--- src/rtl/mem_readback.sv ---
// Read-back engine: streams a block of words from a 512x16 memory out of one pad as
// UART-style frames (start 0, DATA_W bits LSB first, stop 1).
module mem_readback #(
    parameter int unsigned CLKS_PER_BIT = 4,
    parameter int unsigned ADDR_W       = 9,
    parameter int unsigned DATA_W       = 16
) (
    input  logic              soc_clk,
    input  logic              soc_rst,
    input  logic              start,
    input  logic              abort,
    input  logic [ADDR_W-1:0] start_addr,
    input  logic [ADDR_W:0]   word_count,
    output logic [ADDR_W-1:0] addr_to_mem,
    output logic              en_to_memB,
    output logic              rw_to_mem,
    input  logic [DATA_W-1:0] data_from_mem,
    output logic              tx_out,
    output logic              io_oeb,
    output logic              busy,
    output logic              done,
    output logic [ADDR_W:0]   words_sent
);

    localparam int unsigned BIT_W = $clog2(DATA_W + 2);

    localparam logic [15:0]       DIV_LAST = 16'(CLKS_PER_BIT - 1);
    localparam logic [BIT_W-1:0]  BIT_LAST = BIT_W'(DATA_W + 1);
    localparam logic [BIT_W-1:0]  BIT_ONE  = {{(BIT_W - 1){1'b0}}, 1'b1};
    localparam logic [ADDR_W:0]   WORD_ONE = {{ADDR_W{1'b0}}, 1'b1};
    localparam logic [ADDR_W-1:0] ADDR_ONE = {{(ADDR_W - 1){1'b0}}, 1'b1};

    typedef enum logic [2:0] {
        StIdle,
        StReq,
        StCapt,
        StShift,
        StDone
    } state_e;

    state_e            state_q;
    logic [15:0]       div_q;
    logic [BIT_W-1:0]  bit_q;
    logic [DATA_W:0]   shreg_q;
    logic [ADDR_W:0]   left_q;

    // Read-only engine: the write strobe is never asserted.
    assign rw_to_mem = 1'b1;

    always_ff @(posedge soc_clk) begin
        if (soc_rst) begin
            state_q     <= StIdle;
            div_q       <= '0;
            bit_q       <= '0;
            shreg_q     <= '0;
            left_q      <= '0;
            addr_to_mem <= '0;
            en_to_memB  <= 1'b1;
            tx_out      <= 1'b1;
            io_oeb      <= 1'b1;
            busy        <= 1'b0;
            done        <= 1'b0;
            words_sent  <= '0;
        end else if (abort && (state_q != StIdle)) begin
            state_q    <= StIdle;
            en_to_memB <= 1'b1;
            tx_out     <= 1'b1;
            io_oeb     <= 1'b1;
            busy       <= 1'b0;
            done       <= 1'b0;
        end else begin
            done <= 1'b0;
            unique case (state_q)
                StIdle: begin
                    // An abort in the same cycle drops the start.
                    if (start && !abort) begin
                        busy       <= 1'b1;
                        io_oeb     <= 1'b0;
                        words_sent <= '0;
                        if (word_count != '0) begin
                            addr_to_mem <= start_addr;
                            left_q      <= word_count;
                            en_to_memB  <= 1'b0;
                            state_q     <= StReq;
                        end else begin
                            done    <= 1'b1;
                            state_q <= StDone;
                        end
                    end
                end
                StReq: begin
                    en_to_memB <= 1'b1;
                    state_q    <= StCapt;
                end
                StCapt: begin
                    shreg_q <= {1'b1, data_from_mem};
                    tx_out  <= 1'b0;
                    div_q   <= '0;
                    bit_q   <= '0;
                    state_q <= StShift;
                end
                StShift: begin
                    if (div_q == DIV_LAST) begin
                        div_q <= '0;
                        if (bit_q == BIT_LAST) begin
                            words_sent <= words_sent + WORD_ONE;
                            left_q     <= left_q - WORD_ONE;
                            tx_out     <= 1'b1;
                            if (left_q == WORD_ONE) begin
                                done    <= 1'b1;
                                state_q <= StDone;
                            end else begin
                                addr_to_mem <= addr_to_mem + ADDR_ONE;
                                en_to_memB  <= 1'b0;
                                state_q     <= StReq;
                            end
                        end else begin
                            // Stop bit is pre-loaded above the data, so it shifts out last.
                            tx_out  <= shreg_q[0];
                            shreg_q <= {1'b1, shreg_q[DATA_W:1]};
                            bit_q   <= bit_q + BIT_ONE;
                        end
                    end else begin
                        div_q <= div_q + 16'd1;
                    end
                end
                StDone: begin
                    busy    <= 1'b0;
                    io_oeb  <= 1'b1;
                    state_q <= StIdle;
                end
                default: begin
                    state_q <= StIdle;
                end
            endcase
        end
    end

endmodule

--- config.mk ---
export PLATFORM = sky130hd
export DESIGN_NAME = mem_readback
export DESIGN_NICKNAME = d
export VERILOG_FILES = /design/src/rtl/mem_readback.sv
export SDC_FILE = /design/constraint.sdc
export NUM_CORES = 1
export LEC_CHECK = 0
export ABC_AREA = 1
export CORE_UTILIZATION = 55
export CTS_BUF_LIST = sky130_fd_sc_hd__clkbuf_16
export CTS_CLUSTER_SIZE = 20
export DETAILED_ROUTE_END_ITERATION = 8
export DONT_BUFFER_PORTS = 1
export PLACE_DENSITY = 0.7
export SYNTH_ARGS = -nofsm -noshare
export SYNTH_HDL_FRONTEND = slang
export SYNTH_SLANG_ARGS = --single-unit
--- constraint.sdc ---
create_clock -name soc_clk -period 3.9 [get_ports soc_clk]
set_input_delay 0.195 -clock soc_clk [delete_from_list [all_inputs] [get_ports soc_clk]]
set_output_delay 0.195 -clock soc_clk [all_outputs]
set_load 0.005 [all_outputs]
==> flow_summary.toml, run 1 <==
[status]
status = "finished, final reports clean"

[route]
drt_pass1_iterations = 5
drt-vias-per-instance = 5.31
wire_per_inst_um = 12.4
ant_nets = 0
drt-initial-drc-count = 218
drc = 0
vias = 4093
routed_wl_um = 9560

[grt]
grt_pass1_wl_um = 16600
grt_pass1_vias = 3813
grt-ovfl-total = 0
grt_max_degree = 54
antenna_found_initial = 0
grtUsageTotal_pct = 24.7

[timing]
setup_viol = 0
clock_skew_ns = 0.00578
max_clock_freq_mhz = 408
timing.setup.tns_ns = 0
slew_headroom_pct = 30.4
period_share_pct = 62.8
rsz0062_at_grt = "false"
worstMarginPinSlew_ns = 1.04
finalMaxSlewViolations = 0
hold_violations = 0
min_period_ns = 2.45

[cells_and_area]
design_area_um2 = 4650
syn_to_final_growth_pct = 9.10
drive_gt1_share_pct = 6.10
nNetsFinal = 713
diodes = 0

[logic_synthesis]
synth-seq-cells = 75
ys.flop_type = "dfxtp_1"
ys_types = 41
synth_nets = 724
synth_area_per_cell_um2 = 6.29
yosys-top-cells-area = "dfxtp_1 (35%), nand2_1 (19%), nor2_1 (11%), inv_1 (4.4%), nand3_1 (4.3%)"
synthArstFlopShare_pct = 0
syn_inst = 678
seq_area_frac_synth_pct = 35.2
yosysTopAreaCell = "dfxtp_1"
syn_area_um2 = 4260
synth-edff-count = 0
yosysWarningCount = 0
synth_top_area_share_pct = 35.2

[place]
post_dp_cell_area_um2 = 4280
port_buffers = 0
place_congestion = 0.834
dp_hpwl_um = 6500

[pwr]
ir_drop_mv = 0.433
power_density_nw_per_um2 = 701
p_leak_nw = 1.98

[setup_path]
start_kind = "flop"
crit_type = "reg2reg"
crit_path_end_kind = "flop"
crit_required_ns = 4.12
setup.worst_path.start = "state_q[0]$_SDFFE_PP0P_"
cp_max_fo = 53
cp.arrival_ns = 2.67
regToRegStartpoint = "state_q[0]$_SDFFE_PP0P_"

[cts]
cts_tree = "built"
cts_buffers = 9
cts_root_buf = "clkbuf_16"
clock_sinks = 75
path_clk_slew_ns = 0.06
cts_buffer_depth = 2
clock_latency_ns = 0.33
h-tree-depth = 3

[worst_hold_path]
hold_path.class = "in2reg"
worst_hold_startpoint = "soc_rst"

[floorplanning]
dieArea_um2 = 8110
io_pins = 64
die_y_um = 90.0
coreArea_um2 = 7370
dieWidth_um = 90.0
start_util_pct = 57.8
num_rows = 31

[job]
max_cap_viol_count = 0
[where the power goes]
group / internal [mW] / total [mW] / leakage, nW / switching, mW
Sequential: 0.931 / 1.08 / 0.610 / 0.151
Combinational: 0.361 / 1.16 / 1.20 / 0.802
Clock: 0.688 / 1.01 / 0.172 / 0.326
[logic make-up after synthesis]
family | after synthesis | synth area share, %
fa+ha+maj | 7 | 2.05
xor+xnor | 14 | 2.88
other cells | 1 | 0.0880
flops | 75 | 35.2
compound gates | 87 | 11.4
buf+inv | 80 | 7.78
simple gates | 414 | 40.5
[Yosys cell counts (4+ instances only)]
library cell    n
nand2_1       212
buf_2           8
a21oi_1        35
o21ai_0        36
clkbuf_1        9
inv_1          50
ha_1            7
xnor2_1         5
xor2_1          9
nand4_1         5
nor3b_1         4
dfxtp_1        75
nor2_1        128
inv_2           5
o21ai_1         4
nand3_1        37
nor3_1         10
[registers in the layout, indices dropped and copies added (netlist names), 3 cells and up]
register	count
addr_to_mem	9
bit_q	5
div_q	16
left_q	10
shreg_q	17
state_q	3
words_sent	10
[layout by cell type, fill, tap and decap left out, types with 2 or more instances in the layout]
master	synthesis	layout
nor3_1	10	10
a21oi_1	35	35
nor2_4	3	3
clkbuf_16	0	9
o21ai_1	4	4
nand2_1	212	212
o21bai_1	2	2
nand3_1	37	37
ha_1	7	7
clkinvlp_4	0	2
xnor2_1	5	5
xor2_1	9	9
nand2_2	3	3
bufinv_16	0	4
nor2_1	128	128
nor3b_1	4	4
o21ai_0	36	36
inv_1	50	50
nand3_2	3	3
dfxtp_1	75	75
nor2_2	2	2
o211ai_1	3	3
or2_2	2	2
inv_2	5	5
nand4_1	5	5
[cell type report]
| cell class | count | area (µm²) |
|---|---|---|
| Clock buffer | 9 | 225 |
| Multi-Input combinational cell | 523 | 2430 |
| Timing Repair Buffer | 2 | 17.5 |
| Clock inverter | 7 | 140 |
| Inverter | 56 | 213 |
| Tap cell | 99 | 124 |
| Sequential cell | 75 | 1500 |
| Fill cell | 686 | 2720 |
[path summary, 6_finish.rpt]
path	endpoint	slack, ns	depth (start not counted)
setup / recovery	left_q[9]$_SDFFE_PP0P_	1.45	7
hold / removal	en_to_memB$_SDFFE_PP1P_	0.09	2
setup reg to reg	left_q[9]$_SDFFE_PP0P_	1.45	7
hold reg to reg	shreg_q[16]$_SDFFE_PP0P_	0.45	2
[routing by layer]
metal | wire length [µm] | GRT usage [%] | vias up
li1 | - | - | 2120
met1 | 4370 | 29.1 | 1862
met2 | 4510 | 43.2 | 97
met3 | 524 | 6.68 | 14
met4 | 154 | 8.47 | 0
met5 | 0 | 0 | -
[critical path: stages (launching register included)]
cell	delay, ns
dfxtp_1	0.37
nand2_1	0.10
nor2_4	0.26
inv_2	0.41
o21ai_4	0.33
nand4_1	0.47
o21ai_0	0.32
nor2_1	0.07
[what timing repair did]
action / CTS / global route
gates resized for setup: 0 / 0
buffers inserted: 0 / 0
hold buffers: 1 / 0
endpoints found under the hold margin: 25 / 0
[per-stage QoR]
stage               power, mW  cells  util, %  setup WS, ns  hold slack [ns]
detailed placement       2.25    754     58.0          1.44            0.268
floorplan                2.03    678        -          2.31            0.413
finish                   3.26    771     63.1          1.45           0.0915
global route             3.52    771     63.1          1.18           0.0977
CTS                      3.27    771     63.1          1.42           0.0890
global placement         2.22    754     58.0          1.48            0.267
(Power assumes the default switching activity.)
==> run 2, diff against run 1 <==
--- a/config.mk
+++ b/config.mk
@@ -5,7 +5,7 @@
 export SDC_FILE = /design/constraint.sdc
 export NUM_CORES = 1
 export LEC_CHECK = 0
-export ABC_AREA = 1
+export ABC_AREA = 0
 export CORE_UTILIZATION = 55
 export CTS_BUF_LIST = sky130_fd_sc_hd__clkbuf_16
 export CTS_CLUSTER_SIZE = 20
==> constraint.sdc (replaced) <==
create_clock -name soc_clk -period 2.45 [get_ports soc_clk]
set_input_delay 0.1225 -clock soc_clk [delete_from_list [all_inputs] [get_ports soc_clk]]
set_output_delay 0.1225 -clock soc_clk [all_outputs]
set_load 0.005 [all_outputs]
==> flow_summary.toml, run 2 <==
[logic_synthesis]
yosysWarningCount = 0
synthArstFlopShare_pct = 0
syn_area_um2 = 3880
ys_types = 63
synth-edff-count = 0
synth.most_common_cell = "dfxtp_1"
yosysTopAreaCell = "dfxtp_1"
synth_top_area_share_pct = 38.7
synthTopCellsByCount = "dfxtp_1 (75), nand2_1 (67), nor2_1 (62)"
ys.flop_type = "dfxtp_1"
synth_area_per_cell_um2 = 8.00
yosys-top-cells-area = "dfxtp_1 (39%), nand2_1 (6.5%), nor2_1 (6.0%), a21oi_1 (4.8%), a311oi_1 (3.8%)"
synth_nets = 531
syn_inst = 485
synth-seq-cells = 75
seq_area_frac_synth_pct = 38.7

[cells_and_area]
final_cell_mix = "dfxtp_1 (75), nand2_1 (67), nor2_1 (62)"
syn_to_final_growth_pct = 15.6
reg_top3 = "shreg_q (17), div_q (16)"
layout_commonest_cell = "dfxtp_1"
largest_reg_flops = 17
regMostFlops = "shreg_q"
design_area_um2 = 4490
diodes = 0
drive_gt1_share_pct = 10.0
nNetsFinal = 541

[timing]
rsz0062_at_grt = "false"
timing.setup.tns_ns = 0
period_share_pct = 89.7
hold_violations = 0
finalMaxSlewViolations = 0
min_period_ns = 2.20
clock_skew_ns = 0.00661
hold_slack_ns = 0.0184
max_clock_freq_mhz = 455
setup_viol = 0
slew_headroom_pct = 47.1
worstMarginPinSlew_ns = 0.793

[setup_path]
start_kind = "flop"
r2r-end = "words_sent[5]$_SDFFE_PP0P_"
cp_max_fo = 21
cp.arrival_ns = 2.46
regToRegSetupSlack_ns = 0.25
crit_path_end_kind = "flop"
crit_required_ns = 2.71
regToRegStartpoint = "div_q[0]$_SDFFE_PP0P_"
setup.worst_path.start = "div_q[0]$_SDFFE_PP0P_"
crit_type = "reg2reg"
reg2regPathDepth = 6
cp-endpoint = "words_sent[5]$_SDFFE_PP0P_"

[route]
drt_pass1_iterations = 4
wire_per_inst_um = 15.9
drt-initial-drc-count = 240
vias = 3650
drt-vias-per-instance = 6.12
drc = 0
ant_nets = 0
routed_wl_um = 9460

[cts]
cts_setup_buffers = 0
cts_root_buf = "clkbuf_16"
cts_buffers = 9
h-tree-depth = 3
path_clk_slew_ns = 0.06
clock_sinks = 75
cts_tree = "built"
cts_buffer_depth = 2
clock_latency_ns = 0.34

[worst_hold_path]
hold_path.class = "in2reg"

[floorplanning]
coreArea_um2 = 6790
dieArea_um2 = 7400
die_y_um = 86.0
num_rows = 30
dieWidth_um = 86.0
io_pins = 64
start_util_pct = 57.1

[place]
dp_hpwl_um = 6310
post_dp_cell_area_um2 = 3990
port_buffers = 0
place_congestion = 0.901

[pwr]
power_density_nw_per_um2 = 651
ir_drop_mv = 0.429
p_leak_nw = 1.58

[status]
status = "finished, final reports clean"

[grt]
grt_pass1_wl_um = 16000
antenna_found_initial = 0
grtUsageTotal_pct = 27.1
grt-ovfl-total = 0
grt_pass1_vias = 3328
grt_max_degree = 41

[job]
max_cap_viol_count = 0
-- run 2: power breakdown --
| part | total [mW] | switching, mW | internal [mW] |
|---|---|---|---|
| logic | 0.260 | 0.149 | 0.111 |
| clock network | 1.36 | 0.552 | 0.806 |
| registers | 1.30 | 0.0424 | 1.26 |
| total | 2.92 | 0.744 | 2.18 |
-- run 2: timing repair --
action,CTS,global route
hold buffers,17,0
hold endpoints to repair,36,0
endpoints found under the setup margin,0,1
resized for setup,0,1
-- run 2: worst min path at each step --
stage                          start                     endpoint  slack [ns]  depth (start not counted)
floorplan           data_from_mem[0]      shreg_q[0]$_SDFFE_PP0P_        0.28                          2
global placement             soc_rst       left_q[6]$_SDFFE_PP0P_        0.20                          1
detailed placement           soc_rst  addr_to_mem[7]$_SDFFE_PP0P_        0.20                          1
CTS                          soc_rst      state_q[0]$_SDFFE_PP0P_       0.006                          3
global route           start_addr[2]  addr_to_mem[2]$_SDFFE_PP0P_       0.005                          2
finish                 start_addr[2]  addr_to_mem[2]$_SDFFE_PP0P_        0.02                          2
-- run 2: cell families after synthesis --
group / after synthesis / share of synthesized area, %
mux: 1 / 0.258
simple gates: 219 / 27.9
other cells: 1 / 0.0966
fa+ha+maj: 7 / 2.26
buf+inv: 41 / 4.74
flops: 75 / 38.7
compound gates: 119 / 21.1
xor+xnor: 22 / 4.96
-- run 2: critical path, cell delays in order, from the launching register on --
cell and delay (ns):
dfxtp_1 0.38, ha_1 0.25, nor4b_2 0.24, and4_1 0.28, o21ai_2 0.25, or4_1 0.57
a21oi_1 0.15
-- run 2: stage by stage --
step / setup WS, ns / utilization [%] / std cells / power [mW]
5_1_grt: 0.0561 / 66.0 / 596 / 3.03
3_3_place_gp: 0.336 / 58.7 / 563 / 1.54
4_1_cts: 0.199 / 65.9 / 596 / 2.93
6_report: 0.253 / 66.0 / 596 / 2.92
3_5_place_dp: 0.210 / 58.7 / 563 / 1.55
2_1_floorplan: 0.462 / - / 485 / 1.50
-- run 2: area by class of cell --
| type | count | area (µm²) |
|---|---|---|
| fillers | 587 | 2310 |
| well taps | 96 | 120 |
| repair buffers | 34 | 320 |
| multi-input cells | 369 | 2210 |
| clock inverters | 7 | 83.8 |
| flip-flops and latches | 75 | 1500 |
| clock buffers | 9 | 225 |
| inverters | 6 | 22.5 |
-- run 2: layer usage --
metal,routed length [µm],vias up,GRT usage [%]
met1,4350,1712,38.1
met4,126,0,8.79
met5,0,-,0
li1,-,1803,-
met3,639,10,7.99
met2,4340,125,39.7
==> run 3, diff against run 2 <==
--- a/config.mk
+++ b/config.mk
@@ -11,7 +11,9 @@
 export CTS_CLUSTER_SIZE = 20
 export DETAILED_ROUTE_END_ITERATION = 8
 export DONT_BUFFER_PORTS = 1
+export GPL_TIMING_DRIVEN = 0
 export PLACE_DENSITY = 0.7
+export SLEW_MARGIN = 20
 export SYNTH_ARGS = -nofsm -noshare
 export SYNTH_HDL_FRONTEND = slang
 export SYNTH_SLANG_ARGS = --single-unit
==> flow_summary.toml, run 3 (same netlist as run 2, synthesis figures left out) <==
[cells_and_area]
regMostFlops = "shreg_q"
layout_commonest_cell = "dfxtp_1"
reg_top3 = "shreg_q (17), div_q (16)"
nNetsFinal = 562
final_cell_mix = "dfxtp_1 (75), nand2_1 (67), nor2_1 (62)"
design_area_um2 = 4520
layout.cells.non_filler = 616
syn_to_final_growth_pct = 16.4
drive_gt1_share_pct = 9.81
final_util_pct = 66.5
largest_reg_flops = 17
diodes = 0

[setup_path]
crit_path_end_kind = "flop"
path_buf_inv = 2
cp_slowest_cell = "or4_1"
cp_max_fo = 10
critPathMaxStageDelay_ns = 0.50
crit_type = "reg2reg"
start_kind = "flop"
cp.arrival_ns = 2.54
crit_required_ns = 2.71
crit_family = "simple AND/OR/NAND/NOR gates"
worstPathCellList = "ha_1 > nor4bb_1 > buf_2 > a32o_2 > o21ai_2 > buf_6 > or4_1 > a21oi_1"

[worst_hold_path]
hold_path.class = "in2reg"

[timing]
finalMaxSlewViolations = 0
max_clock_freq_mhz = 437
slew_headroom_pct = 58.2
rsz0062_at_grt = "false"
worstMarginPinSlew_ns = 0.621
hold_violations = 0
hold_slack_ns = 0.0156
setup_viol = 0
timing.setup.tns_ns = 0
fin_ws_ns = 0.163
clock_skew_ns = 0.00842
min_period_ns = 2.29
period_share_pct = 93.3

[status]
status = "finished, final reports clean"

[pwr]
intPower_mw = 2.26
clock_power_share_pct = 47.5
power_density_nw_per_um2 = 664
swShare_pct = 24.6
power_frac_comb_pct = 9.3
ir_drop_mv = 0.439
switchingPower_uw = 738
p_total_mw = 3.00
p_leak_nw = 1.62
seqPwrFrac_pct = 43.3

[cts]
cts_tree = "built"
h-tree-depth = 3
clock_latency_ns = 0.34
cts_buffers = 9
cts_root_buf = "clkbuf_16"
cts_buffer_depth = 2
path_clk_slew_ns = 0.06
clock_sinks = 75

[floorplanning]
start_util_pct = 57.1
die_y_um = 86.0
io_pins = 64
dieArea_um2 = 7400
coreArea_um2 = 6790
num_rows = 30
dieWidth_um = 86.0

[grt]
antenna_found_initial = 0
grt_pass1_wl_um = 17000
grt_pass1_vias = 3388
grt_max_degree = 14
grtUsageTotal_pct = 29.2
grt-ovfl-total = 0

[route]
drt-vias-per-instance = 6.20
drc = 0
wire_per_inst_um = 17.3
drt-initial-drc-count = 319
vias = 3819
ant_nets = 0
routed_wl_um = 10700
drt_pass1_iterations = 5

[place]
post_dp_cell_area_um2 = 4000
pre_cts_slack_ns = 0.0893
port_buffers = 0
dp_hpwl_um = 7050
dp.cells = 581
place_congestion = 0.902

[job]
max_cap_viol_count = 0
==> run 3: metal layers <==
layer,up-vias,share of wire (%),track usage [%]
met5,-,0,0
met3,23,8.2,6.64
met2,167,45,44.4
li1,1836,-,-
met1,1793,45,40.5
met4,0,2.1,10.2
==> run 3: path summary, 6_finish.rpt <==
check	from	endpoint	slack [ns]	cells past startpoint
max	bit_q[0]$_SDFFE_PP0P_	words_sent[8]$_SDFFE_PP0P_	0.16	8
min	abort	state_q[0]$_SDFFE_PP0P_	0.02	3
max reg2reg	bit_q[0]$_SDFFE_PP0P_	words_sent[8]$_SDFFE_PP0P_	0.16	8
min reg2reg	shreg_q[8]$_SDFFE_PP0P_	shreg_q[7]$_SDFFE_PP0P_	0.47	2
==> run 3: final cells by class <==
| cell class | instances | area (µm²) |
|---|---|---|
| Multi-Input combinational cell | 369 | 2200 |
| Clock buffer | 9 | 225 |
| Sequential cell | 75 | 1500 |
| Clock inverter | 6 | 90.1 |
| Fill cell | 572 | 2270 |
| Buffer | 35 | 166 |
| Tap cell | 96 | 120 |
| Timing Repair Buffer | 20 | 190 |
| Inverter | 6 | 22.5 |
==> run 3: repair_timing <==
action	4_1_cts	5_1_grt
hold endpoints to repair	16	0
hold buffers	16	0
setup endpoints to repair	0	24
gates resized for setup	0	7
setup buffers	0	4
==> run 3: power groups by stage <==
stage                     logic [mW]  registers (mW)  clock network, mW
final                          0.278            1.30               1.42
after global placement         0.236            1.32                  0
after floorplan                0.187            1.31                  0
after CTS                      0.263            1.30               1.43
after global routing           0.307            1.30               1.49
after detailed placement       0.241            1.32                  0
==> run 3: tightest hold or removal path: stages <==
cell and delay [ns]:
nor2_1 0.03, o21ai_0 0.10, a21oi_1 0.05
